[config.mk]
export PLATFORM = sky130hd
export DESIGN_NAME = multi_sel_rx
export DESIGN_NICKNAME = d
export VERILOG_FILES = /design/src/rtl/multi_sel_rx.sv
export SDC_FILE = /design/constraint.sdc
export NUM_CORES = 1
export LEC_CHECK = 0
export ABC_AREA = 1
export CAP_MARGIN = 10
export CORE_ASPECT_RATIO = 2
export CORE_MARGIN = 2
export CORE_UTILIZATION = 60
export DETAILED_ROUTE_END_ITERATION = 7
export PLACE_DENSITY_LB_ADDON = 0.12
export SLEW_MARGIN = 20
export SYNTH_ARGS = -nofsm -noshare
export SYNTH_HDL_FRONTEND = slang
export SYNTH_SLANG_ARGS = --single-unit
[constraint.sdc]
create_clock -name clk -period 4.35 [get_ports clk]
set_clock_uncertainty 0.1 [all_clocks]
set_input_delay 0.87 -clock clk [delete_from_list [all_inputs] [get_ports clk]]
set_output_delay 0.87 -clock clk [all_outputs]
set_load 0.01 [all_outputs]
[src/rtl/multi_sel_rx.sv]
// multi_sel_rx: frame aligner and checker for the x1/x3/x7/x8 product stream.
// It locks onto the grant strobe and rebuilds each product from the captured
// operand using shifts and adds. Once per frame it reports either the verified
// operand or an error code. Saturating good and bad counters are kept for debug.
module multi_sel_rx (
  input  logic        clk,
  input  logic        rst,
  input  logic        grant_in,
  input  logic [10:0] din,
  output logic [7:0]  op_out,
  output logic        op_valid,
  output logic        err,
  output logic [1:0]  err_code,
  output logic        locked,
  output logic [7:0]  good_cnt,
  output logic [7:0]  bad_cnt
);

  typedef enum logic [2:0] {
    HUNT = 3'd0,
    P1   = 3'd1,
    P2   = 3'd2,
    P3   = 3'd3,
    P0   = 3'd4
  } state_t;

  localparam logic [1:0] CODE_MISMATCH = 2'd1;
  localparam logic [1:0] CODE_SHORT    = 2'd2;
  localparam logic [1:0] CODE_LOST     = 2'd3;

  state_t      state;
  logic [7:0]  x;
  logic        bad;

  logic [10:0] x_ext;
  logic [10:0] x3;
  logic [10:0] x7;
  logic [10:0] x8;
  logic        range_bad;

  // Counter increment that holds at full scale instead of wrapping.
  function automatic logic [7:0] sat_inc(input logic [7:0] v);
    sat_inc = (v == 8'hFF) ? v : v + 8'd1;
  endfunction

  // Expected products, rebuilt from the captured operand with shifts and adds.
  always_comb begin
    x_ext     = {3'b000, x};
    x3        = (x_ext << 1) + x_ext;
    x7        = (x_ext << 3) - x_ext;
    x8        = x_ext << 3;
    range_bad = (din[10:8] != 3'b000);
  end

  // Frame FSM with registered status pulses, operand and counters.
  always_ff @(posedge clk or negedge rst) begin
    if (!rst) begin
      state    <= HUNT;
      x        <= 8'd0;
      bad      <= 1'b0;
      op_out   <= 8'd0;
      op_valid <= 1'b0;
      err      <= 1'b0;
      err_code <= 2'd0;
      locked   <= 1'b0;
      good_cnt <= 8'd0;
      bad_cnt  <= 8'd0;
    end else begin
      op_valid <= 1'b0;
      err      <= 1'b0;
      err_code <= 2'd0;
      case (state)
        HUNT: begin
          if (grant_in) begin
            x      <= din[7:0];
            bad    <= range_bad;
            locked <= 1'b1;
            state  <= P1;
          end
        end
        P1, P2, P3: begin
          if (grant_in) begin
            // A strobe arriving early ends the current frame. The same word
            // is then taken as the x1 word of the next frame.
            err      <= 1'b1;
            err_code <= CODE_SHORT;
            bad_cnt  <= sat_inc(bad_cnt);
            x        <= din[7:0];
            bad      <= range_bad;
            state    <= P1;
          end else if (state == P1) begin
            if (din != x3) bad <= 1'b1;
            state <= P2;
          end else if (state == P2) begin
            if (din != x7) bad <= 1'b1;
            state <= P3;
          end else begin
            if (bad || (din != x8)) begin
              err      <= 1'b1;
              err_code <= CODE_MISMATCH;
              bad_cnt  <= sat_inc(bad_cnt);
            end else begin
              op_out   <= x;
              op_valid <= 1'b1;
              good_cnt <= sat_inc(good_cnt);
            end
            state <= P0;
          end
        end
        P0: begin
          if (grant_in) begin
            x     <= din[7:0];
            bad   <= range_bad;
            state <= P1;
          end else begin
            err      <= 1'b1;
            err_code <= CODE_LOST;
            bad_cnt  <= sat_inc(bad_cnt);
            locked   <= 1'b0;
            state    <= HUNT;
          end
        end
        default: begin
          locked <= 1'b0;
          state  <= HUNT;
        end
      endcase
    end
  end

endmodule

After elaboration in Yosys (flattened, before gate mapping)
Index checks and enable logic that the tools add are counted.
{ "word_totals": {"register_bits": 41, "out_inout_bits": 29, "in_bits": 14, "word_cells": 92} }
{ "classes": {"reduce_logical": 14, "bitwise_logic": 6, "n_eq_ne": 18, "addsub": 4, "n_mux": 40} }
{ "ops": {"columns": ["cell", "count"], "rows": [
  ["8-bit 2-to-1 mux", 6],
  ["1-bit 2-to-1 mux", 22],
  ["11-bit inequality test", 2],
  ["8-bit by 1-bit adder with 8-bit output (second input constant)", 2],
  ["8-bit equality test (second input constant)", 2],
  ["8-bit one-hot mux with 2 select lines", 1],
  ["5-bit AND reduction", 3],
  ["3-bit 2-to-1 mux", 4],
  ["4-bit inequality test (second input constant)", 3],
  ["11-bit by 10-bit inequality test with 1-bit output", 1],
  ["11-bit by 8-bit subtractor with 11-bit output", 1],
  ["9-bit by 8-bit adder with 10-bit output", 1],
  ["3-bit inequality test (second input constant)", 3],
  ["3-bit one-hot mux with 3 select lines", 1],
  ["3-bit by 2-bit equality test with 1-bit output (second input constant)", 2],
  ["1-bit NOT", 6],
  ["6-bit AND reduction", 1],
  ["5-bit OR reduction", 1],
  ["2-bit 2-to-1 mux", 2],
  ["2-bit inequality test (second input constant)", 2],
  ["1-bit one-hot mux with 2 select lines", 2],
  ["2-bit one-hot mux with 2 select lines", 1],
  ["2-bit nonzero test", 2],
  ["3-bit by 1-bit equality test with 1-bit output (second input constant)", 1],
  ["10 further kinds", 10]
]} }

Depth between registers and ports, before layout
Gate-level depths: netlist (run 1).
{ "logic_depth": {"word_depth": 7, "ltp_mapped": 18, "depth_no_buf": 18} }

Least setup slack after synthesis (run 1)
OpenSTA, ideal clock, no wires.
{ "synth_timing": {"path_kind": "input port to flip-flop", "from": "input port din[9]", "to": "register bad_cnt[4]", "path_buffers": 0, "t_required_ps": 4121, "cell_stages": 10, "path_slack_ps": 2204, "t_arrival_ps": 1917, "setup_time_ps": 129, "path_cell_list": "xor2_1 -> inv_1 -> nand3_1 -> nor3_2 -> nand2_2 -> nor2_1 -> nand2_2 -> nand2_4 -> nor2_2 -> xor2_1"} }
{ "synth_between": {"elab_chain_cells": 4} }
{ "synth_rtl": {"columns": ["item", "line", "source"], "rows": [
  ["start: declaration", "9", "input logic [10:0] din,"],
  ["11-bit inequality test", "98", "if (bad || (din != x8)) begin"],
  ["1-bit logical OR", "98", null],
  ["3-bit inequality test (no source line)", null, null],
  ["5-bit AND reduction (no source line)", null, null],
  ["end signal: assignment", "87", "bad_cnt <= sat_inc(bad_cnt);"],
  ["end signal: assignment", "101", "bad_cnt <= sat_inc(bad_cnt);"],
  ["end signal: assignment", "118", "bad_cnt <= sat_inc(bad_cnt);"],
  ["end: declaration", "16", "output logic [7:0] bad_cnt"]
]} }
No other way between the ends.
A chain may end at the register's enable or synchronous reset.

Worst setup path in the final report (run 1)
{ "layout_timing": {"from": "input port grant_in", "to": "register bad_cnt[4]"} }
{ "layout_between": {"elab_chain_cells": 2, "elab_cells_between_ends": 7, "cone_classes": "eq/ne: 4; mux: 2; reduce/logical: 1"} }
{ "layout_rtl": {"columns": ["item", "line", "source"], "rows": [
  ["start: declaration", "8", "input logic grant_in,"],
  ["3-bit inequality test (no source line) (tied with other cells)", null, null],
  ["5-bit AND reduction (no source line) / 8-bit one-hot mux with 2 select lines (equally long branches)", null, null]
]} }
Several ways; a longest one is shown, not always the timed one.

==> results of run 1 <==
==> stage by stage <==
step	setup slack (ns)	std cells
after detailed placement	1.49	519
after floorplan	2.20	421
after CTS	1.79	527
after global placement	1.55	519
final	1.76	527
after global routing	1.58	527
==> worst min-delay path: cells and delay by family (launching register included) <==
| kind | cells | cell delay (ns) |
|---|---|---|
| AND/OR/NAND/NOR | 1 | 0.05 |
| flip-flops | 1 | 0.35 |
| AO/OA/AOI/OAI | 1 | 0.06 |
==> power by group <==
part	total [uW]	internal (uW)	switching [uW]
logic	549	242	307
registers	509	433	76.4
clock network	378	231	147
==> synth_stat cells (2+ instances only) <==
| cell | instances |
|---|---|
| nor3_1 | 7 |
| nor2_2 | 4 |
| dfrtp_1 | 41 |
| o21ai_0 | 10 |
| xnor2_1 | 8 |
| ha_1 | 19 |
| xor2_1 | 22 |
| nand3_2 | 2 |
| nor2_1 | 34 |
| nand3_1 | 32 |
| nand3b_1 | 6 |
| nand2_2 | 3 |
| inv_1 | 65 |
| nand2_1 | 124 |
| nand4_1 | 4 |
| nand2_4 | 2 |
| a21oi_1 | 9 |
| nor2_4 | 3 |
| xnor2_2 | 2 |
| o21ai_1 | 11 |
==> state kept, by name, indices dropped and copies added, names as in the netlist <==
register  cells
err           1
err_code      2
op_out        8
good_cnt      8
op_valid      1
x             8
bad_cnt       8
state         3
locked        1
bad           1
==> layer usage <==
metal,global-route usage,part of all wire
met4,0.170,0.059
met1,0.322,0.35
met3,0.0340,0.035
met2,0.531,0.55
met5,0,0
==> logic make-up (layout without fill, tap and decap cells) <==
group           after synthesis  count (layout)  synth area share
fa+ha+maj                    20              20            0.0839
compound gates               36              36            0.0680
mux                           1               1           0.00366
buf+inv                      68             117            0.0855
flops                        41              41             0.334
simple gates                222             222             0.322
xor+xnor                     33              33             0.103
==> worst paths after layout <==
check	slack [ns]	end
hold reg to reg	0.40	op_out[6]
setup reg to reg	1.81	bad
setup / recovery	1.76	bad_cnt[4]
min in group asynchronous	0.60	good_cnt[4]
max in group asynchronous	2.97	bad_cnt[6]
hold / removal	0.40	op_out[6]
==> cell type report <==
type / count / area [um^2] / share of cell area
Multi-Input combinational cell: 312 / 1780 / 0.484
Sequential cell: 41 / 1030 / 0.278
Timing Repair Buffer: 43 / 423 / 0.115
Inverter: 66 / 248 / 0.0671
Tap cell: 57 / 71.3 / 0.0193
Clock buffer: 5 / 68.8 / 0.0187
Clock inverter: 3 / 68.8 / 0.0187
==> flow_results.org, run 1 <==
** Status
- The flow ran to the end, and the final reports show no timing, DRC or antenna violations.

** Finish
- Post-route cell area :: 3690 um^2
- Fill cells in the final layout number 388.
- Net count, final :: 503
- Commonest cells after routing, fill and taps aside :: nand2_1 (124), inv_1 (65), dfrtp_1 (41), clkdlybuf4s50_1 (41), nor2_1 (34)
- 0 antenna diodes ended up in the layout.
- Fraction of layout cells with a size suffix above 1 :: 0.0660
- Area added between synthesis and finish :: 20.1%
- Leaving out fill and tap cells, the most frequent cell in the layout is nand2_1.
- Core Util, Final :: 0.752

** STA
- Unrepaired setup endpoints after global routing :: false
- Final min period :: 2.59 ns
- The tightest hold path in the finished design has a slack of 0.401 ns.
- Setup violations remaining at the end of the flow were counted as 0.
- Slew at the pin closest to its max-slew limit :: 0.918 ns
- Tcrit/Tclk final :: 0.596
- The number of failing hold endpoints at the final stage was 0.
- Highest clock rate :: 0.386 GHz
- Number of slew-limit violations in the final report :: 0
- Measured against its own limit, the worst slew margin works out to 0.388.
- In the final timing run, aggregate negative setup slack is 0 ns.

** Drt
- Routed Wire Length :: 7700 um
- Dividing the detail-routed wire length by the instance count gives 14.6 um.
- Via count :: 2862
- Post-DRT Antenna Nets :: 0
- The first detailed-routing pass ran for 7 iterations.
- Via-per-instance ratio :: 5.43
- In this run, the number of DRC markers left after iteration 0 of detailed routing was 79.
- In the routed design, unresolved DRC markers number 0.

** Logic synthesis
- Fraction of synthesized cell area taken by the top area cell type :: 0.334
- For this run, the number of Yosys warnings is 0.
- Count of flip-flops with a built-in enable after synthesis :: 0
- The share of the Yosys chip area taken by registers is 0.334.
- Primary FF master, synth :: dfrtp_1
- Summing every instance area after synthesis gives 3070 um^2.
- Counting distinct cell types in the post-synthesis netlist gives 33.
- The number of nets handed over by synthesis was 455.
- Cells taking the most area after synthesis :: dfrtp_1 (33%), nand2_1 (15%), inv_1 (7.9%)
- Cell type with the largest total area after synthesis :: dfrtp_1
- Counting flops with an async set or reset pin after synthesis yields a share of 1.00.
- Flip-flop and latch count after synthesis :: 41
- After technology mapping, the gate count stands at 421.
- The average instance in the mapped netlist occupies 7.30 um^2.

** CTS
- Clock tree synthesis inserted a total of 5 buffers.
- CTS tree :: yes
- Skew-Pair Late Insertion Delay :: 0.30 ns
- # H-tree levels :: 2
- In this run, post-CTS repair resized a total of 0 instances.
- Clock-pin slew was measured on the worst setup and hold paths at 0.08 ns.
- Number of setup buffers added after CTS :: 0
- CTS saw 41 sinks.
- Cell at the root of the clock tree :: clkbuf_8
- CTS Buffer Depth :: 2
- Hold-fix buffers, CTS :: 0

** Placed design
- Routability-driven placement finished with a final weighted congestion of 0.901.
- In this run the tool buffered the top-level ports with 42 buffer cells.
- Detailed placement ended at an HPWL of 6070 um.
- Cell Area, Placed :: 3550 um^2

** Hold path
- Counting instances, the worst hold path has a depth of 2.
- Worst min-delay path class :: reg2reg
- Hold Crit Start :: op_out[6]

** Global route
- Number of antenna violations at the first check in global routing :: 0
- Vias in the first global route :: 2891
- Wire length of the first global-routing pass :: 12900 um
- Maximum number of pins on one net before global-route repair :: 42
- After global routing the overflow that remains totals 0.
- Gr usage total :: 0.302

** Floorplanning
- Number of I/O pins :: 43
- Area of the die :: 5740 um^2
- The initial utilization of the core area, before any placement, comes to 0.626.
- Core box area :: 4910 um^2
- Die Wd :: 54.6 um
- In this run the core area contains 36 standard-cell rows.
- The die is 105 um tall.

** Power
- Power spread over the standard cell area amounts to 389 nW/um^2.
- Pleak :: 0.00194 uW
- Post-layout power :: 1440 uW
- Peak ir drop on the vdd network :: 0.000412 V

** Setup path
- Among cell families on the critical path, the largest total delay comes from buffers and inverters.
- Critical path, cell by cell :: clkdlybuf4s50_1, inv_1, nand3_2, a211oi_4, nand2_4, nor2_2, xor2_1
- The worst setup path is launched from a primary input.
- In this run the worst setup path begins at grant_in.
- Worst Path Buf+Inv :: 2
- Data required time of the worst path :: 4.46 ns
- The critical path crosses 7 cells after its start point.
- The startpoint identified for the worst register-to-register timing path is x[1].
- The critical path in this run is classified as in2reg.
- The worst setup path is captured at a flop.
- The largest individual stage delay along the critical path comes from the cell clkdlybuf4s50_1.
- For the worst setup path, the data arrival time is 2.70 ns.
- CP max FO :: 8
- In this design, the stage delay of the slowest critical-path cell is 0.55 ns.
- For the worst flop-to-flop path, the logic depth is 13.

** Run
- Number of max-cap violations :: 0
Note: power is estimated with default switching activity, not from simulation.
==> inputs of run 2 (changes only) <==
--- a/config.mk
+++ b/config.mk
@@ -9,7 +9,7 @@
 export CAP_MARGIN = 10
 export CORE_ASPECT_RATIO = 2
 export CORE_MARGIN = 2
-export CORE_UTILIZATION = 60
+export CORE_UTILIZATION = 55
 export DETAILED_ROUTE_END_ITERATION = 7
 export PLACE_DENSITY_LB_ADDON = 0.12
 export SLEW_MARGIN = 20
==> constraint.sdc (replaced) <==
create_clock -name clk -period 2.6 [get_ports clk]
set_clock_uncertainty 0.1 [all_clocks]
set_input_delay 0.52 -clock clk [delete_from_list [all_inputs] [get_ports clk]]
set_output_delay 0.52 -clock clk [all_outputs]
set_load 0.01 [all_outputs]
==> run 2 against run 1 <==
Net effect: clock-buffer cell count rose by 1; sequential power rose by 64%; worst setup slack lost 1.5 ns; combinational power up 71%; final area grew 2.5%; register-to-register slack worse by 1.6 ns; hold slack worse by 0.26 ns; final cell count grew 3.2%; first-iteration DRC count up 39%; sequential cell count unchanged; critical path depth is 6 higher; utilization down 5.4 points; critical endpoint is now bad.
==> flow_results.org, run 2 (synthesis results as in run 1) <==
** CTS
- The number of levels in the clock H-tree came to 2 (unchanged).
- Cell at the root of the clock tree :: clkbuf_8
- The buffer count from post-CTS setup fixing is 0 (unchanged).
- CTS tree :: yes
- The maximum buffer depth of the clock tree was 2 (unchanged).
- CTS sink count :: 41 (unchanged)
- Number of buffers created by CTS :: 5 (unchanged)
- The clock-pin slew on the worst setup and hold paths came to 0.09 ns (about the same).
- The clock insertion delay at the later pin of the skew report is 0.30 ns (about the same).

** STA
- Final min period :: 2.39 ns
- The smallest setup slack after layout is 0.211 ns (-1.55 ns).
- Slew at the pin closest to its max-slew limit :: 0.658 ns (-0.260 ns)
- In the finished design, the share of the clock period the worst path needs comes to 0.919.
- Setup repair after global routing left no endpoint under its margin.
- Setup violations, final :: 0 (unchanged)
- Highest clock rate :: 0.419 GHz
- Number of slew-limit violations in the final report :: 0 (unchanged)
- Final hold viol count :: 0 (unchanged)
- Post-Route Setup TNS :: 0 ns (unchanged)
- The worst slew margin relative to its limit was 0.561 (+0.173).

** Setup path
- The startpoint identified for the worst register-to-register timing path is x[1].
- Crit path capture type :: flop
- The largest fanout of any net on the critical path was 4 (-4).
- Endpoint arrival time on the critical path :: 2.49 ns (-0.21 ns)
- The critical path required time is 2.70 ns (-1.76 ns).
- STA classifies the critical path startpoint as a flop.
- Worst Reg-to-Reg Cells :: 13 (unchanged)
- Kind of critical path :: reg2reg
- Setup slack, reg-to-reg :: 0.21 ns (-1.60 ns)
- R2r endpoint :: bad

** Finish
- The area of the multi-input gates came to 1780 um^2 (unchanged).
- Area added between synthesis and finish :: 23.1%
- Post-route cell area :: 3780 um^2 (+2.5%)
- The final antenna diode count came to 0 (unchanged).
- Most frequent standard cell in the layout excluding fill and tap cells :: nand2_1
- The number of filler instances in the final layout was 496 (+28%).
- Leaving out fill and tap cells, the most frequent cells in the layout are nand2_1 (124), inv_1 (65), clkdlybuf4s50_1 (41).
- Net count, final :: 517 (+2.8%)
- The total area of sequential cells came to 1030 um^2 (+0.12%).
- Core Util, Final :: 0.698 (-0.0537)
- Fraction of layout cells with a size suffix above 1 :: 0.0950 (+0.0291)

** Power
- Relative contribution of sequential cells to total power :: 0.358 (+0.004)
- The combinational group share of total power is 0.404 (+0.022).
- Net switching component of the power :: 866 uW (+63%)
- Clock network fraction of design power :: 0.238 (-0.025)
- The leakage power of the design was 0.00200 uW (+2.9%).
- Pint :: 1460 uW (+61%)
- Total power divided by cell area :: 615 nW/um^2 (+58%)
- The maximum resistive drop on vdd is 0.000870 V (+110%).
- The total power consumption of the routed design is 2330 uW (+62%).
- The share of total power consumed by net switching is 0.372 (+0.00289).

** Hold path
- In this run the worst hold path is classified as in2async.

** Floorplanning
- Initial Util :: 0.567 (-0.0589)
- Die Wd :: 56.9 um (+4.1%)
- Cell row count :: 38 (+5.6%)
- The number of placed I/O pins is 43 (unchanged).
- The die outline area is 6240 um^2 (+8.6%).
- The vertical extent of the die came to 110 um (+4.3%).
- Core box area :: 5420 um^2 (+10%)

** Global route
- The number of global-route vias before repair came to 2909 (+0.62%).
- Gr usage total :: 0.271 (-0.0312)
- Wire length of the first global-routing pass :: 12800 um (-0.33%)
- Congestion Overflow GR :: 0 (unchanged)
- Maximum number of pins on one net before global-route repair :: 30 (-29%)
- Number of antenna violations at the first check in global routing :: 0 (unchanged)

** Placed design
- The cell area after placement is 3660 um^2 (+3.1%).
- Last weighted congestion value of the routability-driven placer :: 1.03 (+14%)
- The worst-case setup slack after placement came to 0.0635 ns (-1.43 ns).
- The count of input and output buffers is 42 (unchanged).
- The sum of net half-perimeters after detailed placement was 6330 um (+4.2%).

** Drt
- Routed Wire Length :: 7720 um (+0.23%)
- Via count :: 2923 (+2.1%)
- The number of nets with antenna violations after routing was 0 (unchanged).
- Via-per-instance ratio :: 5.37 (-1.1%)
- First DRT Iteration DRCs :: 110 (+39%)
- DRC errors left :: 0 (unchanged)
- Wire per inst :: 14.2 um (-2.9%)
- The number of iterations in the first detailed-routing pass came to 6 (-1).

** Status
- Run status :: finished clean

** Run
- Number of max-cap violations :: 0 (unchanged)
[run 2: worst max-delay path by stage]
stage,depth (start not counted),from,to
floorplan,13,x[0],bad
global placement,11,din[8],good_cnt[7]
detailed placement,11,din[7],good_cnt[7]
CTS,13,x[1],bad
global route,15,x[4],bad
finish,13,x[1],bad
[run 2: cell type report]
cell class / instances / share of cell area
timing repair buffer: 57 / 0.140
multi-input combinational: 312 / 0.472
clock inverter: 2 / 0.00992
inverter: 66 / 0.0655
clock buffer: 6 / 0.0218
sequential: 41 / 0.272
tap: 60 / 0.0198
[run 2: repair_timing]
action / in CTS / in global routing
hold buffers: 0 / 0
gates resized for setup: 0 / 1
setup endpoints to repair: 0 / 1
[run 2: per-layer routing]
metal	vias to the layer above	global-route usage	share of wire
met5	-	0	0
met4	0	0.211	0.071
met3	37	0.0353	0.032
met2	94	0.517	0.55
met1	1348	0.248	0.35
li1	1444	-	-
[run 2: critical path: stages (launching register included)]
cell     delay (ns)
dfrtp_1        0.43
ha_1           0.21
inv_1          0.06
fa_1           0.42
inv_1          0.08
nand3_1        0.06
nand2_1        0.14
xnor3_1        0.23
nor2_1         0.16
nand4_1        0.12
nand2_1        0.09
nand2_1        0.07
nand3_1        0.07
nand2_1        0.05
[run 2: power by group through the flow]
stage | Sequential [uW] | Clock [uW] | Combinational (uW)
after floorplan | 862 | 0 | 566
after global placement | 840 | 0 | 919
after detailed placement | 844 | 0 | 936
after CTS | 832 | 559 | 942
after global routing | 846 | 577 | 1060
final | 833 | 555 | 940
[run 2: through the flow]
step,hold slack (ns),cells
2_1_floorplan,0.124,421
3_3_place_gp,0.373,536
3_5_place_dp,0.383,536
4_1_cts,0.147,544
5_1_grt,0.177,544
6_report,0.138,544
==> inputs of run 3 (changes only) <==
--- a/config.mk
+++ b/config.mk
@@ -6,7 +6,6 @@
 export NUM_CORES = 1
 export LEC_CHECK = 0
 export ABC_AREA = 1
-export CAP_MARGIN = 10
 export CORE_ASPECT_RATIO = 2
 export CORE_MARGIN = 2
 export CORE_UTILIZATION = 55
==> results of run 3 <==
Final layout, timing and power as in run 2 (identical DEF).
